### src/rtl/wb_pkg.sv
// Shared writeback definitions: default geometry, the sequencer state encoding
// (also consumed by the hazard unit) and width helpers.
package wb_pkg;

    localparam int WB_DW             = 32;
    localparam int WB_AW             = 5;
    localparam int WB_LANES          = 8;
    localparam int WB_LANES_PER_BEAT = 2;

    typedef enum logic {
        WB_IDLE  = 1'b0,
        WB_BURST = 1'b1
    } wb_state_e;

    // Width of a counter/index able to hold 0..n-1, never narrower than one bit.
    function automatic int clog2_min1(input int n);
        return (n <= 2) ? 1 : $clog2(n);
    endfunction

    function automatic int wb_nbeats(input int lanes, input int lanes_per_beat);
        return lanes / lanes_per_beat;
    endfunction

endpackage

### src/rtl/wb_vec_sequencer.sv
// Writeback controller behind MEM/WB: registered scalar RF write, and vector
// results serialised into fixed-latency beats for the vector RF write port.
module wb_vec_sequencer
    import wb_pkg::*;
#(
    parameter int DW             = WB_DW,
    parameter int AW             = WB_AW,
    parameter int LANES          = WB_LANES,
    parameter int LANES_PER_BEAT = WB_LANES_PER_BEAT
) (
    input  logic                           clk,
    input  logic                           rst_n,
    input  logic                           in_valid,
    output logic                           in_ready,
    input  logic                           in_regwrite,
    input  logic                           in_memtoreg,
    input  logic [DW-1:0]                  in_alu_result,
    input  logic [DW-1:0]                  in_read_data,
    input  logic [AW-1:0]                  in_waddr,
    input  logic                           in_vregwrite,
    input  logic [LANES*DW-1:0]            in_vdata,
    input  logic [LANES-1:0]               in_vmask,
    input  logic                           flush,
    output logic                           srf_we,
    output logic [AW-1:0]                  srf_waddr,
    output logic [DW-1:0]                  srf_wdata,
    output logic                           vrf_we,
    output logic [AW-1:0]                  vrf_waddr,
    output logic [clog2_min1(LANES)-1:0]   vrf_lane,
    output logic [LANES_PER_BEAT-1:0]      vrf_wmask,
    output logic [LANES_PER_BEAT*DW-1:0]   vrf_wdata,
    output logic                           busy
);

    localparam int NBEATS = wb_nbeats(LANES, LANES_PER_BEAT);
    localparam int CW     = clog2_min1(NBEATS);
    localparam int LW     = clog2_min1(LANES);
    localparam int BW     = LANES_PER_BEAT * DW;
    localparam int LPB_SH = $clog2(LANES_PER_BEAT);
    localparam logic [CW-1:0] LAST_BEAT = CW'(NBEATS - 1);

    wb_state_e              r_state;
    logic [CW-1:0]          r_cnt;
    logic                   r_alive;
    logic                   r_srf_we;
    logic [AW-1:0]          r_srf_waddr;
    logic [DW-1:0]          r_srf_wdata;
    logic [LANES*DW-1:0]    r_vdata;
    logic [LANES-1:0]       r_vmask;
    logic [AW-1:0]          r_vaddr;

    logic                   w_last;
    logic                   w_ready;
    logic                   w_accept;
    logic                   w_vaccept;
    logic                   w_swrite;
    logic                   w_busy;
    logic [BW-1:0]          w_beat_data [NBEATS];
    logic [LANES_PER_BEAT-1:0] w_beat_mask [NBEATS];

    // r_alive keeps in_ready low during reset and for the release edge itself.
    assign w_last    = (r_state == WB_BURST) && (r_cnt == LAST_BEAT);
    assign w_ready   = r_alive & ((r_state == WB_IDLE) | w_last);
    assign w_accept  = in_valid & w_ready;
    assign w_vaccept = w_accept & in_vregwrite & ~flush;
    assign w_swrite  = w_accept & in_regwrite & (in_waddr != '0);
    assign w_busy    = (r_state == WB_BURST);

    for (genvar g = 0; g < NBEATS; g++) begin : g_beat
        assign w_beat_data[g] = r_vdata[g*BW +: BW];
        assign w_beat_mask[g] = r_vmask[g*LANES_PER_BEAT +: LANES_PER_BEAT];
    end

    // NOTE: sequential state uses non-blocking assignments so every register
    // samples pre-edge values regardless of statement order.
    always_ff @(posedge clk) begin
        if (!rst_n) begin
            r_state     <= WB_IDLE;
            r_cnt       <= '0;
            r_alive     <= 1'b0;
            r_srf_we    <= 1'b0;
            r_srf_waddr <= '0;
            r_srf_wdata <= '0;
        end else begin
            r_alive  <= 1'b1;
            r_srf_we <= w_swrite;
            if (w_swrite) begin
                r_srf_waddr <= in_waddr;
                r_srf_wdata <= in_memtoreg ? in_read_data : in_alu_result;
            end

            case (r_state)
                WB_IDLE: begin
                    if (w_vaccept) begin
                        r_state <= WB_BURST;
                        r_cnt   <= '0;
                    end
                end
                WB_BURST: begin
                    if (flush) begin
                        r_state <= WB_IDLE;
                        r_cnt   <= '0;
                    end else if (r_cnt == LAST_BEAT) begin
                        // Chain straight into the next instruction when one is accepted.
                        r_cnt <= '0;
                        if (!w_vaccept) begin
                            r_state <= WB_IDLE;
                        end
                    end else begin
                        r_cnt <= r_cnt + 1'b1;
                    end
                end
                default: begin
                    r_state <= WB_IDLE;
                    r_cnt   <= '0;
                end
            endcase
        end
    end

    // NOTE: the burst buffer is pure datapath and is not reset; every use of
    // it is gated by the BURST state, which reset does clear.
    always_ff @(posedge clk) begin
        if (w_vaccept) begin
            r_vdata <= in_vdata;
            r_vmask <= in_vmask;
            r_vaddr <= in_waddr;
        end
    end

    // NOTE: every output gets a default first so this block cannot infer latches.
    always_comb begin
        vrf_we    = 1'b0;
        vrf_waddr = '0;
        vrf_lane  = '0;
        vrf_wmask = '0;
        vrf_wdata = '0;
        if (w_busy) begin
            vrf_wmask = w_beat_mask[r_cnt];
            vrf_wdata = w_beat_data[r_cnt];
            vrf_we    = |w_beat_mask[r_cnt];
            vrf_waddr = r_vaddr;
            vrf_lane  = LW'(LW'(r_cnt) << LPB_SH);
        end
    end

    assign in_ready  = w_ready;
    assign busy      = w_busy;
    assign srf_we    = r_srf_we;
    assign srf_waddr = r_srf_waddr;
    assign srf_wdata = r_srf_wdata;

endmodule
### config.mk
export PLATFORM = sky130hd
export DESIGN_NAME = wb_vec_sequencer
export DESIGN_NICKNAME = d
export VERILOG_FILES = /design/src/rtl/wb_pkg.sv /design/src/rtl/wb_vec_sequencer.sv
export SDC_FILE = /design/constraint.sdc
export NUM_CORES = 1
export LEC_CHECK = 0
export BUFFER_PORTS_ARGS = -buffer_cell sky130_fd_sc_hd__buf_2
export CORE_AREA = 2 2 178 180
export CTS_CLUSTER_DIAMETER = 60
export CTS_CLUSTER_SIZE = 10
export DETAILED_ROUTE_END_ITERATION = 12
export DIE_AREA = 0 0 180 182
export PLACE_DENSITY = 0.69
export SETUP_SLACK_MARGIN = 0.1
export SLEW_MARGIN = 5
export SYNTH_ARGS = -nofsm -noshare
export SYNTH_HDL_FRONTEND = slang
export SYNTH_SLANG_ARGS = --single-unit
### constraint.sdc
create_clock -name clk -period 15.75 [get_ports clk]
set_clock_uncertainty 0.2 [all_clocks]
set_input_delay 2.3625 -clock clk [delete_from_list [all_inputs] [get_ports clk]]
set_output_delay 2.3625 -clock clk [all_outputs]
set_load 0.005 [all_outputs]
==> qor.yml, run 1 <==
status:
  status: "complete, no violations"
timing:
  rsz0062_at_grt: "false"
  setup_viol_count_final: 0
  fin_crit_sh_pct: 35.0
  finalCriticalPeriod_ns: 5.51
  fmax_ghz: 0.182
  final_hold_viol_count: 0
  worstMarginPinSlew_ns: 1.15
  maxSlewViolCount: 0
  maxSlewHeadroom_pct: 23.5
  final.setup.tns_ns: 0
layout:
  multi_input_area_um2: 3080
  final_cell_area_um2: 16000
  num-fill-cells: 2648
  nets: 1458
  drive_gt1_share_pct: 53.3
  syn2layout_area_growth_pct: 30.6
  register_area_um2: 8930
drt:
  viasPerCell: 4.81
  first_pass_iters: 4
  totalWireLength_um: 30200
  wl_per_cell_um: 19.5
  route.antenna.remaining_nets: 0
  drt_iter0_drc: 465
  num_vias: 7446
  drc_errors: 0
worst_setup_path:
  critPathBufInv: 2
  crit_chain: "buf_4 -> mux4_2 -> and2_1 -> buf_2"
  r2r_cells: 6
  worstSetupStartpointType: "flop"
  r2r-start: "r_cnt[0]"
  cpLargestDelayFamily: "buffers and inverters"
  cpPeakStageDelay_ns: 0.78
  cp.arrival_ns: 2.95
  r2r-end: "r_vdata[227]"
  end_kind: "output port"
  required_ns: 13.19
  crit_fanout: 37
  worst-setup-path-type: "reg -> out"
  r2r_setup_slack_ns: 11.41
  cpMaxStageDelayCell: "dfxtp_4"
synthesis:
  syn_area_um2: 12200
  syn_nets: 998
  yosys.area.top_type: "edfxtp_1"
  synthArstFlopShare_pct: 0
  synthFlopType: "edfxtp_1"
  yosys-top-cells-area: "edfxtp_1 (66%), mux4_2 (12%), dfxtp_1 (6.9%)"
  synth_cell_types: 28
  yosysSeqAreaShare_pct: 72.9
  synth_edf_count: 269
  ys_ff_latch: 311
  synth_cells: 657
  yosys-top-cells-count: "edfxtp_1 (269), nand2_1 (74), and2_1 (73)"
  avgSynthCellArea_um2: 18.6
  synth_top_area_share_pct: 66.0
  synth_warnings: 0
  yosysMostFrequentCell: "edfxtp_1"
global_route:
  antenna_found_initial: 11
  overflow: 0
  grt_max_degree: 90
  grt_usage_pct: 18.1
  grt_pass1_vias: 7801
  grt_pass1_wl_um: 45500
run:
  cap_violations: 0
clocking:
  cts_made_buffers: 39
  clock-sinks: 311
  cts_hold_buf: 0
  post_cts_buffers: 0
  clkSlewWorstSetupHoldPaths_ns: 0.05
  clk_latency_ns: 0.50
  cts_buffer_depth: 3
  cts_tree: "yes"
  h-tree-depth: 2
  cts-resized-gates: 0
  clock-root-buffer: "clkbuf_16"
worst_hold_path:
  hold_end: "srf_wdata[2]"
  hp-class: "reg -> reg"
  worstHoldStart: "srf_wdata[2]"
  holdPathStages: 2
power:
  p_int_mw: 1.44
  pwr-share-clk_pct: 43.8
  combPwrFrac_pct: 5.0
  switchingPower_mw: 0.359
  power_density_nw_per_um2: 112
  irDropWorstVdd_mv: 0.0558
  power_frac_seq_pct: 51.2
  switching_share_pct: 20.0
  leakage_nw: 6.49
die:
  rows: 65
  fp.dieH_um: 182
  dieArea_um2: 32800
  initial_core_util_pct: 39.5
  core-area_um2: 31000
  ios: 455
  die_w_um: 180
place:
  placed_area_um2: 14800
  gp_congestion: 0.784
  hpwl_um: 21500
  port_buffers: 453
## through the flow
stage / util [%] / power [mW] / std cells / hold WS, ns / setup slack (ns)
after floorplan: - / 0.978 / 657 / 0.254 / 0.923
after global placement: 47.9 / 1.03 / 1478 / 0.241 / 10.67
after detailed placement: 47.9 / 1.03 / 1478 / 0.252 / 10.60
after CTS: 51.5 / 1.82 / 1538 / 0.259 / 10.09
after global routing: 51.5 / 1.86 / 1544 / 0.272 / 9.97
final: 51.6 / 1.80 / 1548 / 0.255 / 10.24
## routing by layer
metal	global-route usage (%)	wire length [um]	vias to the layer above
met5	0	13	-
met3	6.14	2800	59
met1	21.5	11200	3574
met4	6.08	785	2
met2	31.1	15400	365
li1	-	-	3446
## cell type report
cell class,count,area share [%]
Sequential cell,311,55.9
Multi-Input combinational cell,303,19.3
Timing Repair Buffer,460,14.5
Clock buffer,54,6.73
Tap cell,402,3.15
Clock inverter,6,0.251
Antenna cell,10,0.157
Inverter,2,0.0470
## flip-flops by register name (all words and copies together), names as in the netlist
signal     count
r_cnt          2
busy           1
r_vdata      256
r_alive        1
r_vaddr        5
r_vmask        8
srf_wdata     32
srf_waddr      5
srf_we         1
## worst max path at each step
| stage | startpoint | to | slack, ns | depth (start not counted) |
|---|---|---|---|---|
| 4_1_cts | r_cnt[0] | vrf_wdata[28] | 10.09 | 4 |
| 5_1_grt | r_cnt[0] | vrf_wdata[57] | 9.97 | 4 |
| 3_5_place_dp | flush | r_vdata[104] | 10.60 | 5 |
| 3_3_place_gp | r_cnt[0] | vrf_wdata[30] | 10.67 | 4 |
| 6_report | r_cnt[0] | vrf_wdata[38] | 10.24 | 4 |
| 2_1_floorplan | flush | r_vaddr[0] | 0.92 | 2 |
## cell usage in the layout, fill, tap and decap left out, drive strengths merged
master | netlist | final
nor3 | 2 | 2
nand4b | 1 | 1
a211o | 1 | 1
ha | 1 | 1
a21oi | 1 | 1
nand3 | 2 | 2
dfxtp | 42 | 42
mux2 | 32 | 32
mux4 | 66 | 66
buf | 21 | 460
nand2 | 74 | 74
edfxtp | 269 | 269
nor4b | 1 | 1
nor2b | 1 | 1
nand3b | 1 | 1
inv | 2 | 3
and2 | 73 | 73
clkbuf | 20 | 54
nor2 | 6 | 6
a31oi | 2 | 2
and2b | 1 | 1
mux2i | 37 | 37
diode | 0 | 10
clkinv | 0 | 5
conb | 1 | 1
## logic make-up after synthesis
| kind of cell | after synthesis | share of synthesized area [%] |
|---|---|---|
| other cells | 1 | 0.0306 |
| simple gates | 162 | 6.67 |
| compound gates | 4 | 0.215 |
| flops | 311 | 72.9 |
| fa+ha+maj | 1 | 0.102 |
| buf+inv | 43 | 1.98 |
| mux | 135 | 18.1 |
## tightest hold or removal path, stage by stage, from the launching register on
cell and delay, ns:
dfxtp_1 0.30, nand2_1 0.05, mux2i_1 0.05
## power groups by stage
stage / Sequential, mW / Clock (mW) / Combinational (mW)
floorplan: 0.941 / 0 / 0.0362
global placement: 0.936 / 0 / 0.0894
detailed placement: 0.937 / 0 / 0.0915
CTS: 0.920 / 0.807 / 0.0921
global route: 0.921 / 0.841 / 0.100
finish: 0.920 / 0.786 / 0.0903
No activity file was read; power rests on OpenSTA's default activity.
==> inputs of run 2 (changes only) <==
==> constraint.sdc (replaced) <==
create_clock -name clk -period 4.5 [get_ports clk]
set_clock_uncertainty 0.2 [all_clocks]
set_input_delay 0.675 -clock clk [delete_from_list [all_inputs] [get_ports clk]]
set_output_delay 0.675 -clock clk [all_outputs]
set_load 0.005 [all_outputs]
==> run 2 against run 1 <==
Compared with the run above:
- worst setup slack worse by 9.1 ns
- register-to-register slack worse by 9.8 ns
- flip-flop and latch count stayed put
- critical path type unchanged
==> qor.yml, run 2 (same netlist as run 1, synthesis figures left out) <==
status:
  status: "complete, no violations"
worst_hold_path:
  worstHoldStart: "in_vdata[24]"
  hp-class: "in -> reg"
drt:
  drt_iter0_drc: 374  # -20%
  route.antenna.remaining_nets: 0  # unchanged
  first_pass_iters: 6  # +2
  totalWireLength_um: 30200  # -0.17%
  drc_errors: 0  # unchanged
  num_vias: 7410  # -0.48%
  wl_per_cell_um: 19.7  # +0.75%
  viasPerCell: 4.83  # +0.42%
die:
  fp.dieH_um: 182  # unchanged
  initial_core_util_pct: 39.5  # unchanged
  die_w_um: 180  # unchanged
  rows: 65  # unchanged
  dieArea_um2: 32800  # unchanged
  core-area_um2: 31000  # unchanged
  ios: 455  # unchanged
place:
  hpwl_um: 21500  # -0.25%
  dpl.cell_count: 1478  # unchanged
  port_buffers: 453  # unchanged
  gp_congestion: 0.778  # -0.69%
layout:
  num-fill-cells: 2643  # -0.19%
  nets: 1456  # -0.14%
  syn2layout_area_growth_pct: 29.8
  largest_reg_flops: 256  # unchanged
  final_common_cell: "buf_2"
  regMostFlops: "r_vdata"
  final_cells: 1534  # -0.90%
  drive_gt1_share_pct: 53.1  # -0.20 points
  final_cell_mix: "buf_2 (453), edfxtp_1 (269), nand2_1 (74)"
clocking:
  cts_buffer_depth: 3  # unchanged
  clk_latency_ns: 0.50  # about the same
  h-tree-depth: 2  # unchanged
  cts-resized-gates: 0  # unchanged
  cts_hold_buf: 0  # unchanged
  cts_tree: "yes"
  post_cts_buffers: 0  # unchanged
  clock-root-buffer: "clkbuf_16"
  clock-sinks: 311  # unchanged
  cts_made_buffers: 37  # -5.1%
  clkSlewWorstSetupHoldPaths_ns: 0.06  # about the same
worst_setup_path:
  required_ns: 3.62  # -9.57 ns
  worstSetupEndpoint: "vrf_wdata[60]"
  crit_fanout: 50  # +35%
  worstSetupStartpointType: "flop"
  r2r-start: "r_cnt[1]"
  cp.arrival_ns: 2.53  # -0.42 ns
  worst-setup-path-type: "reg -> out"
  r2r-end: "r_vdata[165]"
  startpoint: "r_cnt[1]"
  r2r_setup_slack_ns: 1.64  # -9.77 ns
  r2r_cells: 4  # -2
  end_kind: "output port"
global_route:
  antenna_found_initial: 5  # -6
  grt_usage_pct: 17.9  # -0.23 points
  grt_pass1_wl_um: 44700  # -1.7%
  grt_pass1_vias: 7924  # +1.6%
  grt_max_degree: 137  # +52%
  overflow: 0  # unchanged
timing:
  fmax_ghz: 0.293
  finalCriticalPeriod_ns: 3.41
  setup_viol_count_final: 0  # unchanged
  whs_ns: 0.151  # -0.104 ns
  maxSlewViolCount: 0  # unchanged
  final_hold_viol_count: 0  # unchanged
  rsz0062_at_grt: "false"
  fin_crit_sh_pct: 75.7
  worstMarginPinSlew_ns: 1.06  # -0.0909 ns
  maxSlewHeadroom_pct: 29.6  # +6.1 points
  final.setup.tns_ns: 0  # unchanged
power:
  power_density_nw_per_um2: 382  # +240%
  irDropWorstVdd_mv: 0.227  # +310%
  leakage_nw: 6.44  # -0.81%
run:
  cap_violations: 0  # unchanged
run 2: final cells by class:
class                           count  area (um^2)  share of cell area (%)
Tap cell                          402          503                    3.17
Antenna cell                        5         12.5                  0.0788
Clock buffer                       50          985                    6.20
Multi-Input combinational cell    303         3080                    19.4
Inverter                            2         7.51                  0.0473
Sequential cell                   311         8930                    56.2
Timing Repair Buffer              460         2360                    14.8
Clock inverter                      1         8.76                  0.0551
run 2: worst max-delay path, stage by stage (launching register included):
cell	delay (ns)
dfxtp_4	0.87
buf_4	0.43
mux4_2	0.36
and2_1	0.19
buf_2	0.13
run 2: worst min-delay path by stage:
stage,end,slack (ns),cells past startpoint
3_3_place_gp,srf_wdata[13],0.24,2
5_1_grt,r_vdata[47],0.12,1
2_1_floorplan,srf_waddr[0],0.25,2
6_report,r_vdata[24],0.15,1
4_1_cts,r_vdata[192],0.12,1
3_5_place_dp,srf_wdata[17],0.25,2
run 2: power by group:
group,switching (mW),internal (mW)
sequential,0.0203,3.20
clock,1.03,1.50
combinational,0.136,0.181
total,1.19,4.88
run 2: metrics by stage:
| stage | cell area, um^2 | util [%] | setup slack, ns | total power, mW |
|---|---|---|---|---|
| 6_report | 15900 | 51.3 | 1.09 | 6.07 |
| 5_1_grt | 15900 | 51.2 | 0.989 | 6.30 |
| 4_1_cts | 15900 | 51.2 | 1.05 | 6.15 |
| 3_5_place_dp | 14900 | 48.0 | 1.59 | 3.60 |
| 3_3_place_gp | 14900 | 48.0 | 1.65 | 3.59 |
| 2_1_floorplan | 12200 | - | -1.07 | 3.41 |
run 2: layer usage:
layer	part of all wire, %	GRT usage, %
met2	51	32.1
met3	8.9	5.64
met4	2.7	5.76
met1	37	20.3
met5	0.036	0
